File: config.mk
export PLATFORM = sky130hd
export DESIGN_NAME = stage_sequencer
export DESIGN_NICKNAME = d
export VERILOG_FILES = /design/src/rtl/stage_sequencer.sv
export SDC_FILE = /design/constraint.sdc
export NUM_CORES = 1
export LEC_CHECK = 0
export ABC_CLOCK_PERIOD_IN_PS = 2500
export CORE_UTILIZATION = 54
export CTS_CLUSTER_SIZE = 24
export DETAILED_ROUTE_END_ITERATION = 12
export PLACE_DENSITY_LB_ADDON = 0.05
export SYNTH_ARGS = -nofsm -noshare
export SYNTH_HDL_FRONTEND = slang
export SYNTH_SLANG_ARGS = --single-unit
File: constraint.sdc
create_clock -name clk -period 2.5 [get_ports clk]
set_input_delay 0.375 -clock clk [delete_from_list [all_inputs] [get_ports clk]]
set_output_delay 0.375 -clock clk [all_outputs]
set_load 0.005 [all_outputs]
File: src/rtl/stage_sequencer.sv
// Multi-cycle stage controller: steps each instruction through fetch, decode, execute,
// optional memory access and register update, with halt support and bus-timeout trapping.
module stage_sequencer #(
  parameter int unsigned TIMEOUT_CYCLES = 255
) (
  input  logic        clk,
  input  logic        rst_n,
  input  logic [6:0]  opcode,
  input  logic        mem_ready,
  input  logic        halt_req,
  output logic [2:0]  stage,
  output logic        mem_req,
  output logic        mem_we,
  output logic        ir_load,
  output logic        halted,
  output logic        bus_error,
  output logic [31:0] instret
);

  localparam int unsigned CW = (TIMEOUT_CYCLES == 0) ? 1 : $clog2(TIMEOUT_CYCLES + 1);
  localparam logic [CW-1:0] LIMIT = (TIMEOUT_CYCLES == 0) ? '0 : CW'(TIMEOUT_CYCLES - 1);
  localparam logic [6:0] RISCV_LOAD  = 7'b0000011;
  localparam logic [6:0] RISCV_STORE = 7'b0100011;

  typedef enum logic [2:0] {
    ST_FETCH      = 3'd0,
    ST_DECODE     = 3'd1,
    ST_EXECUTE    = 3'd2,
    ST_MEMORY     = 3'd3,
    ST_REG_UPDATE = 3'd4,
    ST_HALTED     = 3'd5,
    ST_ERROR      = 3'd7
  } stage_t;

  stage_t        r_stage, w_stage_next;
  logic [CW-1:0] r_wait, w_wait_next;
  logic          r_bus_error, w_bus_error_next;
  logic [31:0]   r_instret;
  logic          w_timeout;
  logic          w_is_mem_op;

  assign w_timeout   = (TIMEOUT_CYCLES != 0) && !mem_ready && (r_wait == LIMIT);
  assign w_is_mem_op = (opcode == RISCV_LOAD) || (opcode == RISCV_STORE);

  // Wait counter defaults to zero on every transition, so any entry into a bus stage starts clean.
  always_comb begin
    w_stage_next     = r_stage;
    w_wait_next      = '0;
    w_bus_error_next = r_bus_error;
    case (r_stage)
      ST_FETCH, ST_MEMORY: begin
        if (mem_ready) begin
          w_stage_next = (r_stage == ST_FETCH) ? ST_DECODE : ST_REG_UPDATE;
        end else if (w_timeout) begin
          w_stage_next     = ST_ERROR;
          w_bus_error_next = 1'b1;
        end else begin
          w_wait_next = r_wait + 1'b1;
        end
      end
      ST_DECODE:     w_stage_next = ST_EXECUTE;
      ST_EXECUTE:    w_stage_next = w_is_mem_op ? ST_MEMORY : ST_REG_UPDATE;
      ST_REG_UPDATE: w_stage_next = halt_req ? ST_HALTED : ST_FETCH;
      ST_HALTED:     w_stage_next = halt_req ? ST_HALTED : ST_FETCH;
      ST_ERROR:      w_stage_next = ST_ERROR;
      default: begin
        w_stage_next     = ST_ERROR;
        w_bus_error_next = 1'b1;
      end
    endcase
  end

  always_ff @(posedge clk or negedge rst_n) begin
    if (!rst_n) begin
      r_stage     <= ST_FETCH;
      r_wait      <= '0;
      r_bus_error <= 1'b0;
      r_instret   <= '0;
    end else begin
      r_stage     <= w_stage_next;
      r_wait      <= w_wait_next;
      r_bus_error <= w_bus_error_next;
      if (r_stage == ST_REG_UPDATE) r_instret <= r_instret + 32'd1;
    end
  end

  assign stage     = r_stage;
  assign mem_req   = (r_stage == ST_FETCH) || (r_stage == ST_MEMORY);
  assign mem_we    = (r_stage == ST_MEMORY) && (opcode == RISCV_STORE);
  assign ir_load   = (r_stage == ST_FETCH) && mem_ready;
  assign halted    = (r_stage == ST_HALTED);
  assign bus_error = r_bus_error;
  assign instret   = r_instret;

endmodule
* After elaboration in Yosys (flattened, before gate mapping)
Cells that the tools add are included.
** Cells by class
- Add/sub/neg operators :: 2
- Eq/ne operators :: 12
- Mux-type cells :: 12
- Bitwise logic cells :: 1
- Reduce and logical (&&, ||, !) cells :: 11
** Operators with widths (number)
- $add A32 B1 Y32 const B :: 1
- $mux W8 :: 3
- $mux W3 :: 5
- $pmux W3 S4 :: 1
- $eq A3 B3 Y1 const B :: 3
- $add A8 B1 Y8 const B :: 1
- $eq A8 B8 Y1 const B :: 1
- $eq A7 B2 Y1 const B :: 1
- $eq A7 B6 Y1 const B :: 1
- $eq A3 B2 Y1 const B :: 2
- $reduce_or A5 Y1 :: 1
- $ne A2 B2 Y1 const B :: 2
- $reduce_or A2 Y1 :: 2
- $eq A3 B1 Y1 const B :: 1
- $logic_and A1 B1 Y1 :: 3
- $logic_not A3 Y1 :: 1
- $ne A3 B3 Y1 const B :: 1
- $reduce_and A3 Y1 :: 1
- $logic_or A1 B1 Y1 :: 2
- $mux W1 :: 2
- $pmux W1 S2 :: 1
- $logic_not A1 Y1 :: 1
- $not A1 Y1 :: 1
** Word-level totals
- Register bits :: 44
- Input bits :: 11
- Output and inout bits :: 40
- Logic and storage cells :: 42

* Depth between registers and ports, before layout
Gate-level depths: netlist of run 1.
- Depth after elaboration :: 5
- Depth in mapped cells :: 6
- Gate-level depth less buffers :: 5

* Worst setup path after synthesis of run 1
OpenSTA, ideal clock, no wires.
- Kind :: register -> register
- Start point :: register r_stage[2] (netlist: stage[2])
- End point :: register r_instret[29] (netlist: instret[29])
- Library setup time :: 0.079 ns
- Arrival time :: 1.487 ns
- Slack :: 0.934 ns
- Cell stages (with the launch flop) :: 6
- Buffers on the path :: 1
- Period minus slack after synthesis :: 1.566 ns
- Path through :: dfrtp_1 > nor3b_4 > nand4_4 > buf_6 > nor4_4 > xor2_1
** On the way
- Cells in the longest elaborated chain, start to end :: 1
** RTL lines
- start: declaration :: RTL line 35 : stage_t r_stage, w_stage_next;
- start signal: assignment :: RTL line 80 : r_stage <= w_stage_next;
- $eq A3 B3 Y1 :: RTL line 83 : if (r_stage == ST_REG_UPDATE) r_instret <= r_instret + 32'd1;
- end signal: assignment :: RTL line 83
- end: declaration :: RTL line 38 : logic [31:0] r_instret;
No other way between the ends.
A chain may end at the register's enable or synchronous reset.

* Final worst setup path of run 1
- Start point :: register r_stage[2] (netlist: stage[2])
- End point :: output ir_load
** On the way
- Cells in the longest elaborated chain, start to end :: 2
** RTL lines
- $logic_not A3 Y1 :: RTL line 90 : assign ir_load = (r_stage == ST_FETCH) && mem_ready;
- $logic_and A1 B1 Y1 :: RTL line 90
- end: declaration :: RTL line 14 : output logic ir_load,
No other way between the ends.

==> impl_results.md, run 1 <==
* Number of synthesized flops with an enable pin at 0
* Top cells by area, synth: dfrtp_1, xor2_1, nor4_2
* Total gr overflow at 0
* CTS Buf Count at 5
* Cell Rows at 23
* Final nets at 276
* CP Capture Type: output pin
* Main synth FF type: dfrtp_1
* Worst reg2reg path startpoint: stage[2]$_DFFE_PN0P_
* Placed inst area at approximately 2800 µm²
* Fin area at about 2900 µm²
* Leading area contributor after synthesis: dfrtp_1
* Worst reg2reg path depth at 4
* CTS tree: yes
* Routed length per placed instance at around 14 µm
* Most frequent cell after synthesis: dfrtp_1
* Vias in the first global route at ~1600
* Final Routed Wirelength at between 4000 and 5000 µm
* Async set-reset flop share out of synthesis at 1.000
* Chip height at between 60 and 70 µm
* Synth cell types at 36
* Sink Count at 44
* Flops & latches, synth at 44
* CP Launch Point: stage[2]$_DFFE_PN0P_
* Slew @ Worst Pin at 0.9517 ns
* Iter 0 DRT Violations at approximately 120
* Seq/Total Area, Yosys at 0.4865
* Worst hold path class: input port to async pin
* Final Worst Setup Slack at around 0.36 ns
* Clk buf depth at 2
* Final number of hold-violating endpoints at 0
* Area share of the largest cell type after synthesis at 0.4865
* Setup tns final at 0 ns
* PwrDens at 674.2 nW/µm²
* Max-slew headroom at 0.3655
* Port bufs at 50
* Setup violators final at 0
* Syn_area_per_cell at between 10 and 15 µm²
* Die width at between 60 and 70 µm
* Final Cycle Share at 0.8556
* RSZ-0062 raised after global routing: no
* Share of layout cells above drive strength 1 at 0.1217
* Routability cong. at between 0.7 and 0.8
* Core footprint at ~4000 µm²
* Max-cap violations at 0
* Setup bufs post-CTS at 0
* Mapped Cells at 208
* Tmin final at 2.139 ns
* Worst R2R Setup Slack at roughly 0.57 ns
* CTS root buf: clkbuf_8
* Vias per inst at around 5.5
* Dpl ws at about 0.17 ns
* CP Data Required Time at about 2.1 ns
* HPWL after DPL at slightly above 3000 µm
* Clock Pin Slew Worst Setup and Hold Paths at around 0.090 ns
* Detailed-route via count at 1730
* Syn Std Cell Area at around 2300 µm²
* Initial antenna violation count at 0
* Worst R2R End: instret[27]$_DFFE_PN0P_
* LEAKAGE at ~1.3 nW
* Detailed-route DRC error count at 0
* CP arrival at 1.76 ns
* Synth cell count leaders: dfrtp_1, xor2_1, nor2_1
* Worst Skew at 0.006322 ns
* Clk_lat worst skew at about 0.3 ns
* Worst VDD drop at ~0.51 mV
* Drt pass-1 iters at 4
* Crit path to: ir_load
* Starting density of the core at 0.5658
* Outcome: finished, final reports clean
* Crit-path max FO at 17
* Ys Warns at 0
* Syn nets at approximately 220
* Critical path startpoint category: flip-flop
* H-tree depth at 2
* Die area at roughly 4500 µm²
* All-Layer GR Usage at 0.2208
* Final ANT Viol Nets at 0
* Largest net degree at the start of global routing at 45
* Slew Viols, Final at 0
* Fmax at between 400 and 500 MHz
* Crit path kind: flip-flop to output pin
* Top Ports at between 50 and 60
* First-pass GRT wire length at 7265 µm
* Diode count at 0
* Layout area overhead at 29.19%
* Layout fillers at 292
==> cells by family after synthesis <==
logic type,share of synthesized area
AO/OA/AOI/OAI,0.03207
XOR/XNOR,0.1470
adder cells (fa/ha/maj),0.01659
buffers and inverters,0.02598
flip-flops,0.4865
multiplexers,0.009397
AND/OR/NAND/NOR,0.2825
==> layer usage <==
metal  global-route usage  up-vias  part of all wire
met3              0.05308        6             0.033
met4              0.08777        0             0.015
li1                     -      839                 -
met1               0.2700      846              0.43
met2               0.3712       39              0.52
met5                    0        -                 0
==> cell usage in the layout, fill, tap and decap left out, types with 5 or more instances in the layout <==
cell type / synthesis / routed
clkdlybuf4s50_1: 0 / 48
dfrtp_1: 44 / 44
xor2_1: 30 / 30
and3_1: 6 / 6
nor2_1: 21 / 21
xnor2_1: 8 / 8
inv_1: 7 / 7
nor3_1: 5 / 5
nand4_1: 10 / 10
nand2_1: 17 / 17
nor4_2: 7 / 9
nand3_1: 11 / 11
and4_1: 5 / 5
nor3_2: 5 / 5
clkbuf_8: 0 / 6
==> worst min-delay path by stage <==
stage	start	end	slack (ns)	cells after the start
6_report	rst_n	instret[9]$_DFFE_PN0P_	0.22	1
5_1_grt	rst_n	instret[13]$_DFFE_PN0P_	0.29	1
4_1_cts	rst_n	instret[13]$_DFFE_PN0P_	0.25	1
3_5_place_dp	bus_error$_DFFE_PN0P_	bus_error$_DFFE_PN0P_	0.46	2
3_3_place_gp	instret[31]$_DFFE_PN0P_	instret[31]$_DFFE_PN0P_	0.45	1
2_1_floorplan	rst_n	bus_error$_DFFE_PN0P_	0.08	0
==> sequential cells by signal, summed over array words and instances (netlist names) <==
| name | count |
|---|---|
| stage | 3 |
| bus_error | 1 |
| r_wait | 8 |
| instret | 32 |
==> worst max-delay path, stage by stage (launching register included) <==
cell	delay, ns
dfrtp_1	0.56
nor4b_1	0.35
clkdlybuf4s50_1	0.55
==> timing repair <==
action / CTS / global route
resized for setup: 0 / 3
hold buffers: 0 / 0
setup endpoints to repair: 0 / 1
==> stage by stage <==
stage | total power, mW | utilization | cells | hold WS [ns]
CTS | 1.991 | 0.7272 | 313 | 0.2479
detailed placement | 1.516 | 0.7028 | 305 | 0.4558
floorplan | 1.246 | - | 208 | 0.07941
finish | 1.971 | 0.7310 | 313 | 0.2150
global route | 2.083 | 0.7310 | 313 | 0.2942
global placement | 1.505 | 0.7028 | 305 | 0.4547
==> power breakdown <==
group	internal (mW)	switching, mW
sequential	0.781	0.184
clock	0.224	0.250
combinational	0.312	0.222
==> area by class of cell <==
class                      instances  area [µm²]  area share
clock buffer                       6       82.58     0.02824
clock inverter                     2       15.01    0.005135
inverter                           7       26.28    0.008986
multi-input combinational        151        1116      0.3817
sequential                        44        1101      0.3766
tap                               50       62.56     0.02139
timing repair buffer              53       520.5      0.1780
Note: power is estimated with default switching activity, not from simulation.
==> run 2, diff against run 1 <==
--- a/config.mk
+++ b/config.mk
@@ -7,9 +7,10 @@
 export LEC_CHECK = 0
 export ABC_CLOCK_PERIOD_IN_PS = 2500
 export CORE_UTILIZATION = 54
-export CTS_CLUSTER_SIZE = 24
+export CTS_CLUSTER_SIZE = 20
 export DETAILED_ROUTE_END_ITERATION = 12
-export PLACE_DENSITY_LB_ADDON = 0.05
+export MAX_ROUTING_LAYER = met4
+export PLACE_DENSITY = 0.9
 export SYNTH_ARGS = -nofsm -noshare
 export SYNTH_HDL_FRONTEND = slang
 export SYNTH_SLANG_ARGS = --single-unit
==> impl_results.md, run 2 (same netlist as run 1, synthesis figures left out) <==
* Tmin final at 2.311 ns (was 2.139 ns)
* Largest net degree at the start of global routing at 45 (unchanged)
* Critical path startpoint category: input port (was flip-flop)
* CP Capture Type: output pin (unchanged)
* Vias in the first global route at 1727 (was 1595)
* Total gr overflow at 0 (unchanged)
* Worst reg2reg path startpoint: stage[2]$_DFFE_PN0P_ (unchanged)
* Vias per inst at 5.696 (was 5.527)
* Starting density of the core at 0.5658 (unchanged)
* CP arrival at 1.94 ns (was 1.76 ns)
* Crit path kind: input port to output pin (was flip-flop to output pin)
* Top cell family by delay on the critical path: buffers and inverters (was flip-flops)
* RSZ-0062 raised after global routing: no (unchanged)
* Diode count at 0 (unchanged)
* Detailed-route DRC error count at 0 (unchanged)
* All-Layer GR Usage at 0.2541 (was 0.2208)
* Worst VDD drop at 0.6412 mV (was 0.5112 mV)
* Final ANT Viol Nets at 0 (unchanged)
* Final Cycle Share at 0.9243 (was 0.8556)
* Max-slew headroom at 0.3679 (was 0.3655)
* Sink Count at 44 (unchanged)
* HPWL after DPL at 3290 µm (was 3091 µm)
* Routed length per placed instance at 15.20 µm (was 14.14 µm)
* Sw Ratio at 0.3195 (was 0.3321)
* Int Pwr at 1.390 mW (was 1.317 mW)
* Fmax at 432.8 MHz (was 467.5 MHz)
* Setup violators final at 0 (unchanged)
* Flop pwr share at 0.472 (was 0.489)
* Crit-path max FO at 2 (was 17)
* Routability cong. at 0.7819 (was 0.7282)
* Worst R2R End: instret[30]$_DFFE_PN0P_ (was instret[27]$_DFFE_PN0P_)
* Final nets at 276 (unchanged)
* Worst R2R Setup Slack at 0.50 ns (was 0.57 ns)
* Chip height at 66.74 µm (unchanged)
* Max-cap violations at 0 (unchanged)
* Die area at 4454 µm² (unchanged)
* Clock share of power at 0.264 (was 0.240)
* CP max stage delay at 0.54 ns (was 0.56 ns)
* Slew Viols, Final at 0 (unchanged)
* Initial antenna violation count at 0 (unchanged)
* Post-CTS sizing at 0 (unchanged)
* Core footprint at 4000 µm² (unchanged)
* Layout fillers at 303 (was 292)
* H-tree depth at 2 (unchanged)
* Clock Pin Slew Worst Setup and Hold Paths at 0.08 ns (was 0.09 ns)
* Cell Rows at 23 (unchanged)
* Gate power share at 0.264 (was 0.271)
* PwrDens at 699.7 nW/µm² (was 674.2 nW/µm²)
* Commonest non-fill, non-tap cell in the layout: clkdlybuf4s50_1 (unchanged)
* Fin area at 2919 µm² (was 2924 µm²)
* LEAKAGE at 1.301 nW (was 1.309 nW)
* Drt pass-1 iters at 4 (unchanged)
* Share of layout cells above drive strength 1 at 0.1103 (was 0.1217)
* Clk_lat worst skew at 0.30 ns (about the same)
* Worst Skew at 0.01032 ns (was 0.006322 ns)
* CP bufs+invs at 2 (was 1)
* Final total power at 2.042 mW (was 1.971 mW)
* Slew @ Worst Pin at 0.9482 ns (was 0.9517 ns)
* Commonest cells after routing, fill and taps aside: clkdlybuf4s50_1, dfrtp_1, xor2_1, nor2_1, nand2_1 (unchanged)
* CTS tree: yes (unchanged)
* Layout area overhead at 28.97% (was 29.19%)
* Max reg flops at 32 (unchanged)
* Detailed-route via count at 1783 (was 1730)
* Worst reg2reg path depth at 5 (was 4)
* Port bufs at 50 (unchanged)
* Iter 0 DRT Violations at 200 (was 117)
* Die width at 66.74 µm (unchanged)
* Placed inst area at 2811 µm² (unchanged)
* CTS Buf Count at 5 (unchanged)
* Top Ports at 51 (unchanged)
* CP max-delay cell: clkdlybuf4s50_1 (was dfrtp_1)
* Worst hold path class: input port to async pin (unchanged)
* Hold Buf Count CTS at 0 (unchanged)
* CTS root buf: clkbuf_8 (unchanged)
* Net Sw Power at 0.6525 mW (was 0.6546 mW)
* Final Routed Wirelength at 4759 µm (was 4426 µm)
* Setup bufs post-CTS at 0 (unchanged)
* Final number of hold-violating endpoints at 0 (unchanged)
* Clk buf depth at 2 (unchanged)
* CP Data Required Time at 2.12 ns (about the same)
* CP Cell Sequence: clkdlybuf4s50_1, nor4_1, nand3_1, nor4_1, clkdlybuf4s50_1 (was nor4b_1, clkdlybuf4s50_1)
* Setup tns final at 0 ns (unchanged)
* First-pass GRT wire length at 8128 µm (was 7265 µm)
* Outcome: finished, final reports clean (unchanged)
run 2: changes by cell type in the layout (fill, tap and decap cells not counted):
cell             before  now
clkinvlp_4            2    0
nor4_1                3    5
nor4_2                9    7
bufinv_16             0    1
clkbuf_1              0    1
clkbuf_8              6    5
clkdlybuf4s50_1      48   49
clkinv_2              0    1
dlymetal6s2s_1        1    0
run 2: cell type report:
type | count | area (µm²) | share of cell area
Multi-Input combinational cell | 151 | 1104 | 0.3781
Sequential cell | 44 | 1101 | 0.3772
Timing Repair Buffer | 53 | 518.0 | 0.1775
Clock buffer | 6 | 72.57 | 0.02486
Tap cell | 50 | 62.56 | 0.02143
Clock inverter | 2 | 35.03 | 0.01200
Inverter | 7 | 26.28 | 0.009001
run 2: worst max path at each step:
| stage | startpoint | end | slack (ns) | depth (start not counted) |
|---|---|---|---|---|
| after floorplan | stage[2]$_DFFE_PN0P_ | instret[29]$_DFFE_PN0P_ | 0.93 | 5 |
| after global placement | opcode[3] | mem_we | 0.17 | 5 |
| after detailed placement | opcode[2] | mem_we | 0.18 | 5 |
| after CTS | opcode[2] | mem_we | 0.16 | 5 |
| after global routing | opcode[2] | mem_we | 0.03 | 5 |
| final | opcode[3] | mem_we | 0.19 | 5 |
run 2: power by group through the flow:
| stage | combinational, mW | clock, mW | sequential (mW) |
|---|---|---|---|
| 2_1_floorplan | 0.335 | 0 | 0.911 |
| 4_1_cts | 0.548 | 0.549 | 0.960 |
| 6_report | 0.540 | 0.540 | 0.963 |
| 3_5_place_dp | 0.537 | 0 | 0.973 |
| 3_3_place_gp | 0.522 | 0 | 0.972 |
| 5_1_grt | 0.588 | 0.577 | 0.981 |
run 2: worst reg2reg max path, delay by kind of cell (launching register included):
kind | cells | cell delay, ns
and+or+nand+nor | 3 | 0.89
DFF | 1 | 0.66
buffers and inverters | 1 | 0.20
xor gates and xnor gates | 1 | 0.20
run 2: through the flow:
| step | setup slack (ns) | hold slack (ns) | utilization | cells |
|---|---|---|---|---|
| final | 0.1892 | 0.2161 | 0.7297 | 313 |
| after global routing | 0.03217 | 0.3096 | 0.7297 | 313 |
| after CTS | 0.1574 | 0.2477 | 0.7297 | 313 |
| after detailed placement | 0.1815 | 0.4591 | 0.7028 | 305 |
| after global placement | 0.1722 | 0.4568 | 0.7028 | 305 |
| after floorplan | 0.9340 | 0.07941 | - | 208 |
run 2: per-layer routing:
layer  vias to the layer above  track usage  wire length (µm)
li1                        838            -                 -
met1                       871       0.3086              1991
met2                        64       0.4154              2424
met3                        10      0.05651               249
met4                         0      0.09043                93
met5                         -            -                 0
